### src/rtl/note_sequencer.sv
// Note-table tune player: steps host-written entries through PLAY/GAP timing
// and drives the tone divider's note select and audio enable.
module note_sequencer #(
  parameter int unsigned BEAT_DIV  = 12500000,
  parameter int unsigned GAP_TICKS = 1250000,
  parameter int unsigned DEPTH     = 16
) (
  input  logic       inclk,
  input  logic       reset,
  input  logic       wr_en,
  input  logic [3:0] wr_addr,
  input  logic [7:0] wr_data,
  input  logic [4:0] seq_len,
  input  logic       start,
  input  logic       stop,
  input  logic       loop,
  output logic [2:0] sel,
  output logic       tone_on,
  output logic       busy,
  output logic [3:0] step,
  output logic       done
);

  localparam int unsigned AW = $clog2(DEPTH);
  localparam int unsigned BW = (BEAT_DIV > 1) ? $clog2(BEAT_DIV) : 1;
  localparam int unsigned GW = (GAP_TICKS > 1) ? $clog2(GAP_TICKS) : 1;
  localparam logic [BW-1:0] BEAT_LAST = BW'(BEAT_DIV - 1);
  localparam logic [GW-1:0] GAP_LAST  = GW'((GAP_TICKS == 0) ? 0 : GAP_TICKS - 1);
  localparam logic [5:0]    DEPTH_L   = 6'(DEPTH);

  typedef enum logic [2:0] {
    S_IDLE,
    S_FETCH,
    S_PLAY,
    S_GAP,
    S_ADVANCE
  } state_t;

  state_t state_q, state_d;

  logic [7:0]    mem [DEPTH];
  logic [7:0]    entry;
  logic [BW-1:0] beat_cnt_q, beat_cnt_d;
  logic [3:0]    beat_left_q, beat_left_d;
  logic [GW-1:0] gap_cnt_q, gap_cnt_d;
  logic [4:0]    len_q, len_d;
  logic          rest_q, rest_d;
  logic [2:0]    sel_q, sel_d;
  logic          tone_q, tone_d;
  logic          busy_q;
  logic [3:0]    step_q, step_d;
  logic          done_q, done_d;
  logic          seq_len_ok;
  logic          last_step;
  logic          unused_bits;

  // Table is deliberately not reset; the host owns its contents.
  always_ff @(posedge inclk) begin
    if (wr_en) begin
      mem[wr_addr[AW-1:0]] <= wr_data;
    end
  end

  assign entry       = mem[step_q[AW-1:0]];
  assign seq_len_ok  = (seq_len != 5'd0) && ({1'b0, seq_len} <= DEPTH_L);
  assign last_step   = (({1'b0, step_q} + 5'd1) == len_q);
  assign unused_bits = ^{wr_addr, step_q};

  always_comb begin
    state_d     = state_q;
    beat_cnt_d  = beat_cnt_q;
    beat_left_d = beat_left_q;
    gap_cnt_d   = gap_cnt_q;
    len_d       = len_q;
    rest_d      = rest_q;
    sel_d       = sel_q;
    step_d      = step_q;
    tone_d      = 1'b0;
    done_d      = 1'b0;

    case (state_q)
      S_IDLE: begin
        if (start && !stop && seq_len_ok) begin
          len_d   = seq_len;
          step_d  = '0;
          state_d = S_FETCH;
        end
      end
      S_FETCH: begin
        sel_d       = entry[6:4];
        rest_d      = entry[7];
        beat_left_d = (entry[3:0] == 4'd0) ? 4'd1 : entry[3:0];
        beat_cnt_d  = '0;
        tone_d      = ~entry[7];
        state_d     = S_PLAY;
      end
      S_PLAY: begin
        tone_d = ~rest_q;
        if (beat_cnt_q == BEAT_LAST) begin
          beat_cnt_d  = '0;
          beat_left_d = beat_left_q - 4'd1;
          if (beat_left_q == 4'd1) begin
            tone_d = 1'b0;
            if (GAP_TICKS > 0) begin
              gap_cnt_d = '0;
              state_d   = S_GAP;
            end else begin
              state_d   = S_ADVANCE;
            end
          end
        end else begin
          beat_cnt_d = beat_cnt_q + BW'(1);
        end
      end
      S_GAP: begin
        if (gap_cnt_q == GAP_LAST) begin
          state_d = S_ADVANCE;
        end else begin
          gap_cnt_d = gap_cnt_q + GW'(1);
        end
      end
      S_ADVANCE: begin
        if (last_step) begin
          if (loop) begin
            step_d  = '0;
            state_d = S_FETCH;
          end else begin
            done_d  = 1'b1;
            state_d = S_IDLE;
          end
        end else begin
          step_d  = step_q + 4'd1;
          state_d = S_FETCH;
        end
      end
      default: state_d = S_IDLE;
    endcase

    // Abort overrides whatever the state arm decided, freezing step/sel.
    if (stop && (state_q != S_IDLE)) begin
      state_d = S_IDLE;
      tone_d  = 1'b0;
      done_d  = 1'b0;
      step_d  = step_q;
      sel_d   = sel_q;
      rest_d  = rest_q;
    end
  end

  always_ff @(posedge inclk or negedge reset) begin
    if (!reset) begin
      state_q     <= S_IDLE;
      beat_cnt_q  <= '0;
      beat_left_q <= '0;
      gap_cnt_q   <= '0;
      len_q       <= '0;
      rest_q      <= 1'b0;
      sel_q       <= '0;
      tone_q      <= 1'b0;
      busy_q      <= 1'b0;
      step_q      <= '0;
      done_q      <= 1'b0;
    end else begin
      state_q     <= state_d;
      beat_cnt_q  <= beat_cnt_d;
      beat_left_q <= beat_left_d;
      gap_cnt_q   <= gap_cnt_d;
      len_q       <= len_d;
      rest_q      <= rest_d;
      sel_q       <= sel_d;
      tone_q      <= tone_d;
      busy_q      <= (state_d != S_IDLE);
      step_q      <= step_d;
      done_q      <= done_d;
    end
  end

  assign sel     = sel_q;
  assign tone_on = tone_q;
  assign busy    = busy_q;
  assign step    = step_q;
  assign done    = done_q;

endmodule

### config.mk
export PLATFORM = sky130hd
export DESIGN_NAME = note_sequencer
export DESIGN_NICKNAME = d
export VERILOG_FILES = /design/src/rtl/note_sequencer.sv
export SDC_FILE = /design/constraint.sdc
export NUM_CORES = 1
export LEC_CHECK = 0
export ABC_AREA = 1
export ABC_CLOCK_PERIOD_IN_PS = 2800
export CORE_ASPECT_RATIO = 1.25
export CORE_MARGIN = 8
export CORE_UTILIZATION = 60
export CTS_CLUSTER_SIZE = 10
export DETAILED_ROUTE_END_ITERATION = 6
export GPL_TIMING_DRIVEN = 0
export PLACE_DENSITY_LB_ADDON = 0.25
export SYNTH_ARGS = -nofsm -noshare
export SYNTH_HDL_FRONTEND = slang
export SYNTH_SLANG_ARGS = --single-unit
### constraint.sdc
create_clock -name inclk -period 2.8 [get_ports inclk]
set_input_delay 0.42 -clock inclk [delete_from_list [all_inputs] [get_ports inclk]]
set_output_delay 0.42 -clock inclk [all_outputs]
set_load 0.1 [all_outputs]
# Yosys cells after proc, flatten, opt, wreduce, memory -nomap -nowiden
# Memory sizes are Yosys's and may differ from the RTL's.
# Index checks and enable logic that the tools add are counted.
# W data, S select, Z words.
[totals]
inputBits = 23
ram_bits = 128
n_memories = 1
register_bits = 68
[memory_table]
columns = ["memory", "words", "word_bits", "rd", "rd_ports_with_merged_regs", "wr", "line_no", "source"]
rows = [
  ["mem", 16, 8, 1, 0, 1, "41", "logic [7:0] mem [DEPTH];"],
]
[op_classes]
eq_ne = 13
reduce_logical = 18
n_bitwise = 3
muxes = 31
n_addsub = 5
magnitude_cmp = 1
[ops]
columns = ["op", "count"]
rows = [
  ["$mux W21", 3],
  ["$pmux W24 S2", 1],
  ["$pmux W21 S2", 1],
  ["$add A24 B1 Y24 const B", 1],
  ["$eq A24 B24 Y1 const B", 1],
  ["$mux W24", 1],
  ["$add A21 B1 Y21 const B", 1],
  ["$eq A21 B21 Y1 const B", 1],
  ["$mux W4", 5],
  ["$mux W3", 6],
  ["$pmux W4 S2", 2],
  ["$pmux W3 S5", 1],
  ["$mux W1", 10],
  ["$ne A2 B2 Y1 const B", 4],
  ["$reduce_and A4 Y1", 2],
  ["$eq A3 B2 Y1 const B", 2],
  ["$reduce_and A2 Y1", 3],
  ["$reduce_bool A2 Y1", 3],
  ["$reduce_bool A3 Y1", 2],
  ["$add A4 B1 Y5 const B", 1],
  ["$eq A5 B5 Y1", 1],
  ["$le A5 B5 Y1 const B", 1],
  ["$reduce_bool A5 Y1", 1],
  ["$add A4 B1 Y4 const B", 1],
  ["other kinds (11)", 16],
]

# Logic depth before layout (Yosys ltp)
# Gate-level depths: netlist of run 1.
[logic_depth]
word_depth = 7
depth_mapped = 12
mapped_depth_nobuf = 12

# Least setup slack after synthesis of run 1
# OpenSTA, ideal clock, no wires.
[synth_timing]
kind = "register to register"
startpoint = "register step_q[1], in the netlist step[1]"
endpoint = "register step_q[0], in the netlist step[0]"
path_buffers = 0
stages_incl_launch_ff = 10
period_less_slack_ns = 2.248
slack_ns = 0.552
t_required_ns = 2.683
arrival_ns = 2.131
cell_sequence = "dfrtp_1 -> ha_1 -> xnor2_1 -> nand3_1 -> nor2_1 -> nand3_1 -> nand3_1 -> nand2_1 -> nand2_1 -> nand2_1"
[synth_via]
elab_chain_len = 4
elab_cells_between_ends = 6
cone_classes = "add/sub (1); eq/ne (2); mux (2); reduce/logical (1)"
[synth_lines]
columns = ["element", "line_no", "source"]
rows = [
  ["start, declared", "51", "logic [3:0] step_q, step_d;"],
  ["start signal, assigned", "173", "step_q <= step_d;"],
  ["$add A4 B1 Y5 *", "66", "assign last_step = (({1'b0, step_q} + 5'd1) == len_q);"],
  ["$eq A5 B5 Y1 *", "66", ""],
  ["$ne A3 B3 Y1 (no line) or $mux W4 (tied branches)", "--", ""],
  ["$reduce_and A4 Y1 (no line) or $pmux W4 S2 (tied branches)", "--", ""],
]
# Mark *: on every way between the ends. The rest lies on a longest branch, timed or not.
# A chain may end at the register's enable or synchronous reset.

# Worst setup path after layout of run 1
[layout_timing]
startpoint = "register step_q[0], in the netlist step[0]"
endpoint = "output port step[0]"
[layout_rtl]
columns = ["element", "line_no", "source"]
rows = [
  ["end, declared", "20", "output logic [3:0] step,"],
]
# No word-level cell between the ends.

==> results.yml, run 1 <==
layout:
  final_nets: 1095
  final_cells: 1292
  antennaDiodeCount: 0
  final_common_cell: "nand2_1"
  stdcell_area_sq_um: 10600
  fillerInstances: 1204
  drive_above_1_share_pct: 9.44
  synthToLayoutAreaGrowth_pct: 13.1
  mostFrequentLayoutCells: "nand2_1, nor2_1, edfxtp_1, nand3_1, inv_1"
drt:
  wirelength_mm: 22.3
  drt_iter0_drc: 713
  final_antenna_net_count: 0
  vias: 7341
  viasPerCell: 5.68
  post_drt_wl_per_cell_um: 17.3
  firstDrtPassIters: 5
  detail_route.drc_violations: 0
place:
  placed_area_sq_um: 9970
  dp_hpwl_mm: 15.2
  io_buffers: 32
  gp_congestion: 0.939
  post-place-cells: 1260
timing:
  hold_violations: 0
  drv_slew: 0
  finalCriticalPeriod_ns: 2.53
  setup-tns-final_ns: 0
  setup_violations: 0
  hold_ws_ns: 0.0849
  slew_headroom_pct: 33.7
  rsz0062_at_grt: "no"
  worst_pin_slew_ns: 0.991
  finClkSkew_ns: 0.0113
  fmax_ghz: 0.395
  fin_crit_sh_pct: 90.5
synthesis:
  async_flop_share_pct: 34.7
  synthesis.area_sq_um: 9390
  seq_area_frac_synth_pct: 59.0
  synth_edf_count: 128
  ys_types: 42
  syn_avg_cell_area_sq_um: 9.24
  ys_dominant_reg_cell: "edfxtp_1"
  syn_inst: 1016
  synth_fp_nets: 1044
  synth.top_cell.area_share_pct: 40.9
  ys.warnings.count: 0
  synth_seq_cells: 196
  synth_top_cells_by_area: "edfxtp_1, dfrtp_1, nand2_1"
  synth_top_area_cell: "edfxtp_1"
cts:
  clock-sinks: 196
  cts_root_buf: "clkbuf_16"
  cts_hold_buffers: 0
  post_cts_buffers: 0
  cts_tree: "built"
  max-clock-path-buffers: 2
  postCtsResizedCells: 0
  clkTransAtPathRegs_ns: 0.07
  insertion_delay_ns: 0.44
  cts_buffers: 17
  htreeDepth: 4
power:
  ir_drop_mv: 0.438
  pwr-share-seq_pct: 47.3
  power.total_w: 0.00724
  p_comb_share_pct: 16.0
  power.leakage_nw: 4.27
  p_per_area_nw_per_um2: 682
  p_clk_share_pct: 36.7
  switching_power_w: 0.00209
  p_int_w: 0.00514
  swShare_pct: 28.9
critical_path:
  crit_buf_inv: 1
  cp_top_family: "buffers and inverters"
  setup.worst_path.start: "step[0]"
  critPathMaxStageDelay_ns: 1.19
  required_ns: 2.38
  critical_path_class: "reg2out"
  crit_arrival_ns: 2.11
  path_max_fanout: 5
  cpMaxStageDelayCell: "clkdlybuf4s50_1"
  path_cells: "clkdlybuf4s50_1"
  setup.worst_path.end_class: "output pin"
  startpoint_type: "flop"
  timing.rr.start: "step[0]"
floorplan:
  die_w_um: 128
  ios: 33
  die_h_um: 156
  core_sq_um: 15400
  fp.dieArea_sq_um: 19900
  start_util_pct: 60.8
  row_count: 51
status:
  status: "finished clean"
global_routing:
  grt_pass1_wl_mm: 36.3
  grt_pass1_vias: 7085
  antenna_found_initial: 0
  grt_use_total_pct: 23.6
  grt_max_degree: 69
  grt_overflow: 0
hold_path:
  hp-class: "in2async"
job:
  maxCapViolCount: 0
logic make-up (layout without fill, tap and decap cells):
| family | after synthesis | after routing | synth area share (%) |
|---|---|---|---|
| buffers and inverters | 122 | 186 | 5.44 |
| AO/OA/AOI/OAI | 123 | 123 | 7.81 |
| AND/OR/NAND/NOR | 553 | 553 | 25.5 |
| adder cells (fa/ha/maj) | 5 | 5 | 0.666 |
| XOR/XNOR | 17 | 17 | 1.59 |
| flip-flops | 196 | 196 | 59.0 |
path summary, 6_finish.rpt:
kind / endpoint / slack (ns) / cells after the start
setup / recovery: step[0] / 0.27 / 1
setup reg to reg: beat_left_q[0] / 0.63 / 11
hold reg to reg: rest_q / 0.50 / 1
hold / removal: gap_cnt_q[12] / 0.08 / 1
max in group asynchronous: beat_cnt_q[18] / 2.15 / 1
min in group inclk: rest_q / 0.50 / 1
Yosys cell counts (7+ instances only):
cell and count:
clkbuf_1 8, inv_1 78, nor3_1 15, xor2_1 13, o21ai_2 9, o21ai_0 62
nand2_1 240, nand3_1 96, nand4_1 19, dfrtp_1 68, nand2_2 9, nor2_1 154
edfxtp_1 128, o22ai_1 7, a21oi_1 13, o211ai_1 18, buf_2 20, inv_2 11
worst register-to-register path: cells and delay by family (launching register included):
family	cells	cell delay (ns)
AO/OA/AOI/OAI	1	0.06
buffers and inverters	2	0.70
AND/OR/NAND/NOR	8	0.83
flip-flops	1	0.47
flip-flops by register name, summed over array words and instances, names as in the netlist, 3 cells and up:
name,count
mem,128
beat_cnt_q,24
gap_cnt_q,21
len_q,5
beat_left_q,4
step,4
sel,3
state_q,3
layer usage:
| metal | global-route usage [%] | vias to the layer above | wire, um |
|---|---|---|---|
| met5 | 0 | - | 0 |
| met4 | 8.34 | 0 | 384 |
| met3 | 4.14 | 31 | 1180 |
| met2 | 42.6 | 276 | 12000 |
| met1 | 27.5 | 3508 | 8710 |
| li1 | - | 3526 | - |
through the flow:
stage	setup WS (ns)	utilization (%)
floorplan	0.552	-
global placement	-1.07	64.6
detailed placement	0.455	64.6
CTS	0.233	68.8
global route	0.229	68.8
finish	0.266	68.8
power groups by stage:
stage | clock [W] | sequential (W) | combinational, W
after floorplan | 0 | 0.00368 | 0.000581
after global placement | 0 | 0.00347 | 0.00112
after detailed placement | 0 | 0.00348 | 0.00114
after CTS | 0.00267 | 0.00342 | 0.00116
after global routing | 0.00280 | 0.00344 | 0.00126
final | 0.00266 | 0.00342 | 0.00116
cell type report:
cell class | instances | area, sq um | area share (%)
sequential | 196 | 5550 | 52.2
inverter | 90 | 339 | 3.19
multi-input combinational | 698 | 3340 | 31.4
buffer | 32 | 171 | 1.61
clock inverter | 14 | 215 | 2.03
clock buffer | 18 | 429 | 4.04
timing repair buffer | 32 | 318 | 2.99
tap | 212 | 265 | 2.50
(Power assumes the default switching activity.)
==> run 2, diff against run 1 <==
RECOVER_POWER = 50   (was default)
==> run 2 against run 1 <==
Effect of this change: the flow now finishes with violations (capacitance limit, slew limit); clock skew increased by 0.00084 ns; global-route usage unchanged; combinational power about the same; final cell count unchanged; flip-flop and latch count unchanged; largest cell class unchanged; highest routed layer unchanged.
==> results.yml, run 2 (synthesized netlist as in run 1, its figures left out) <==
critical_path:
  crit_buf_inv: 1
  path_cells: "clkdlybuf4s50_1"
  critical_path_class: "reg2out"
  path_max_fanout: 5
  required_ns: 2.38
  crit_arrival_ns: 2.12
  critPathMaxStageDelay_ns: 1.19
  r2r_slack_ns: 0.34
  timing.rr.end: "busy"
  cpMaxStageDelayCell: "clkdlybuf4s50_1"
  cp_top_family: "buffers and inverters"
  worstRegToRegCells: 9
  setup.worst_path.end_class: "output pin"
  timing.rr.start: "state_q[2]"
  startpoint_type: "flop"
floorplan:
  start_util_pct: 60.8
  die_w_um: 128
  ios: 33
  die_h_um: 156
  core_sq_um: 15400
  fp.dieArea_sq_um: 19900
  row_count: 51
cts:
  cts_root_buf: "clkbuf_16"
  clkTransAtPathRegs_ns: 0.08
  cts_hold_buffers: 0
  insertion_delay_ns: 0.44
  cts_tree: "built"
  post_cts_buffers: 0
  htreeDepth: 4
  clock-sinks: 196
  postCtsResizedCells: 0
  cts_buffers: 17
  max-clock-path-buffers: 2
timing:
  worst_pin_slew_ns: 1.69
  drv_slew: 69
  fin_crit_sh_pct: 90.6
  finalCriticalPeriod_ns: 2.54
  slew_headroom_pct: -12.6
  rsz0062_at_grt: "no"
  hold_violations: 0
  hold_ws_ns: 0.411
  finClkSkew_ns: 0.0121
  setup_violations: 0
  fmax_ghz: 0.394
global_routing:
  antenna_found_initial: 0
  grt_pass1_wl_mm: 36.3
  grt_overflow: 0
  grt_use_total_pct: 23.6
  grt_pass1_vias: 7085
  grt_max_degree: 69
layout:
  final_nets: 1095
  drive_above_1_share_pct: 9.17
  fillerInstances: 1207
  largest_reg_flops: 128
  synthToLayoutAreaGrowth_pct: 12.9
  stdcell_area_sq_um: 10600
  mostFrequentLayoutCells: "nand2_1, nor2_1, edfxtp_1, nand3_1, inv_1"
  final_cells: 1292
  final_common_cell: "nand2_1"
  antennaDiodeCount: 0
place:
  dp_hpwl_mm: 15.2
  placed_area_sq_um: 9970
  post-place-cells: 1260
  gp_congestion: 0.939
  io_buffers: 32
drt:
  final_antenna_net_count: 0
  detail_route.drc_violations: 0
  routed.top_layer: "met4"
  met2WireLength_mm: 11.9
  firstDrtPassIters: 5
  post_drt_wl_per_cell_um: 17.2
  drt_iter0_drc: 816
  wirelength_mm: 22.3
  vias: 7329
  dr_wl_met3_mm: 1.08
  viasPerCell: 5.67
  wl_met1_mm: 8.81
status:
  violations: "capacitance limit, slew limit"
  status: "finished with violations"
hold_path:
  hp-class: "in2async"
power:
  p_per_area_nw_per_um2: 682
  power.leakage_nw: 4.26
  ir_drop_mv: 0.442
job:
  maxCapViolCount: 1
==> run 2: cell count changes in the layout (fill, tap and decap cells not counted), sizes merged <==
cell           before  now
buf                25   22
dlygate4sd3         0    8
clkdlybuf4s50      31   23
clkbuf             26   29
==> run 2: how the worst max path moves through the flow <==
stage               cells past startpoint              to  startpoint
global route                            9            busy  state_q[2]
CTS                                     1         step[0]     step[0]
finish                                  1         step[0]     step[0]
detailed placement                      3      mem[11][2]  wr_addr[2]
floorplan                               9         step[0]     step[1]
global placement                        1  beat_cnt_q[20]       reset
==> run 2: final cells by class <==
class | count | area [sq um] | share of cell area, %
multi-input cells | 698 | 3330 | 31.4
flip-flops and latches | 196 | 5550 | 52.3
well taps | 212 | 265 | 2.50
repair buffers | 32 | 315 | 2.97
clock buffers | 18 | 429 | 4.05
plain buffers | 32 | 166 | 1.57
clock inverters | 14 | 215 | 2.03
inverters | 90 | 339 | 3.20
==> run 2: metrics by stage <==
stage               util [%]  setup slack [ns]  power, W  TNS [ns]
CTS                     68.8             0.233   0.00725         0
global placement        64.6             -1.07   0.00459    -72.04
detailed placement      64.6             0.455   0.00462         0
floorplan                  -             0.552   0.00426         0
finish                  68.7             0.263   0.00723         0
global route            68.7             0.160   0.00749         0
==> run 2: per-layer routing <==
| metal | vias to the layer above | GRT usage (%) |
|---|---|---|
| li1 | 3517 | - |
| met1 | 3533 | 27.5 |
| met2 | 245 | 42.6 |
| met3 | 34 | 4.14 |
| met4 | 0 | 8.34 |
| met5 | - | 0 |
==> run 2: power by group <==
group	internal, W	total (W)	switching, W
registers	0.00328	0.00342	0.000140
clock network	0.00153	0.00266	0.00114
logic	0.000326	0.00115	0.000824
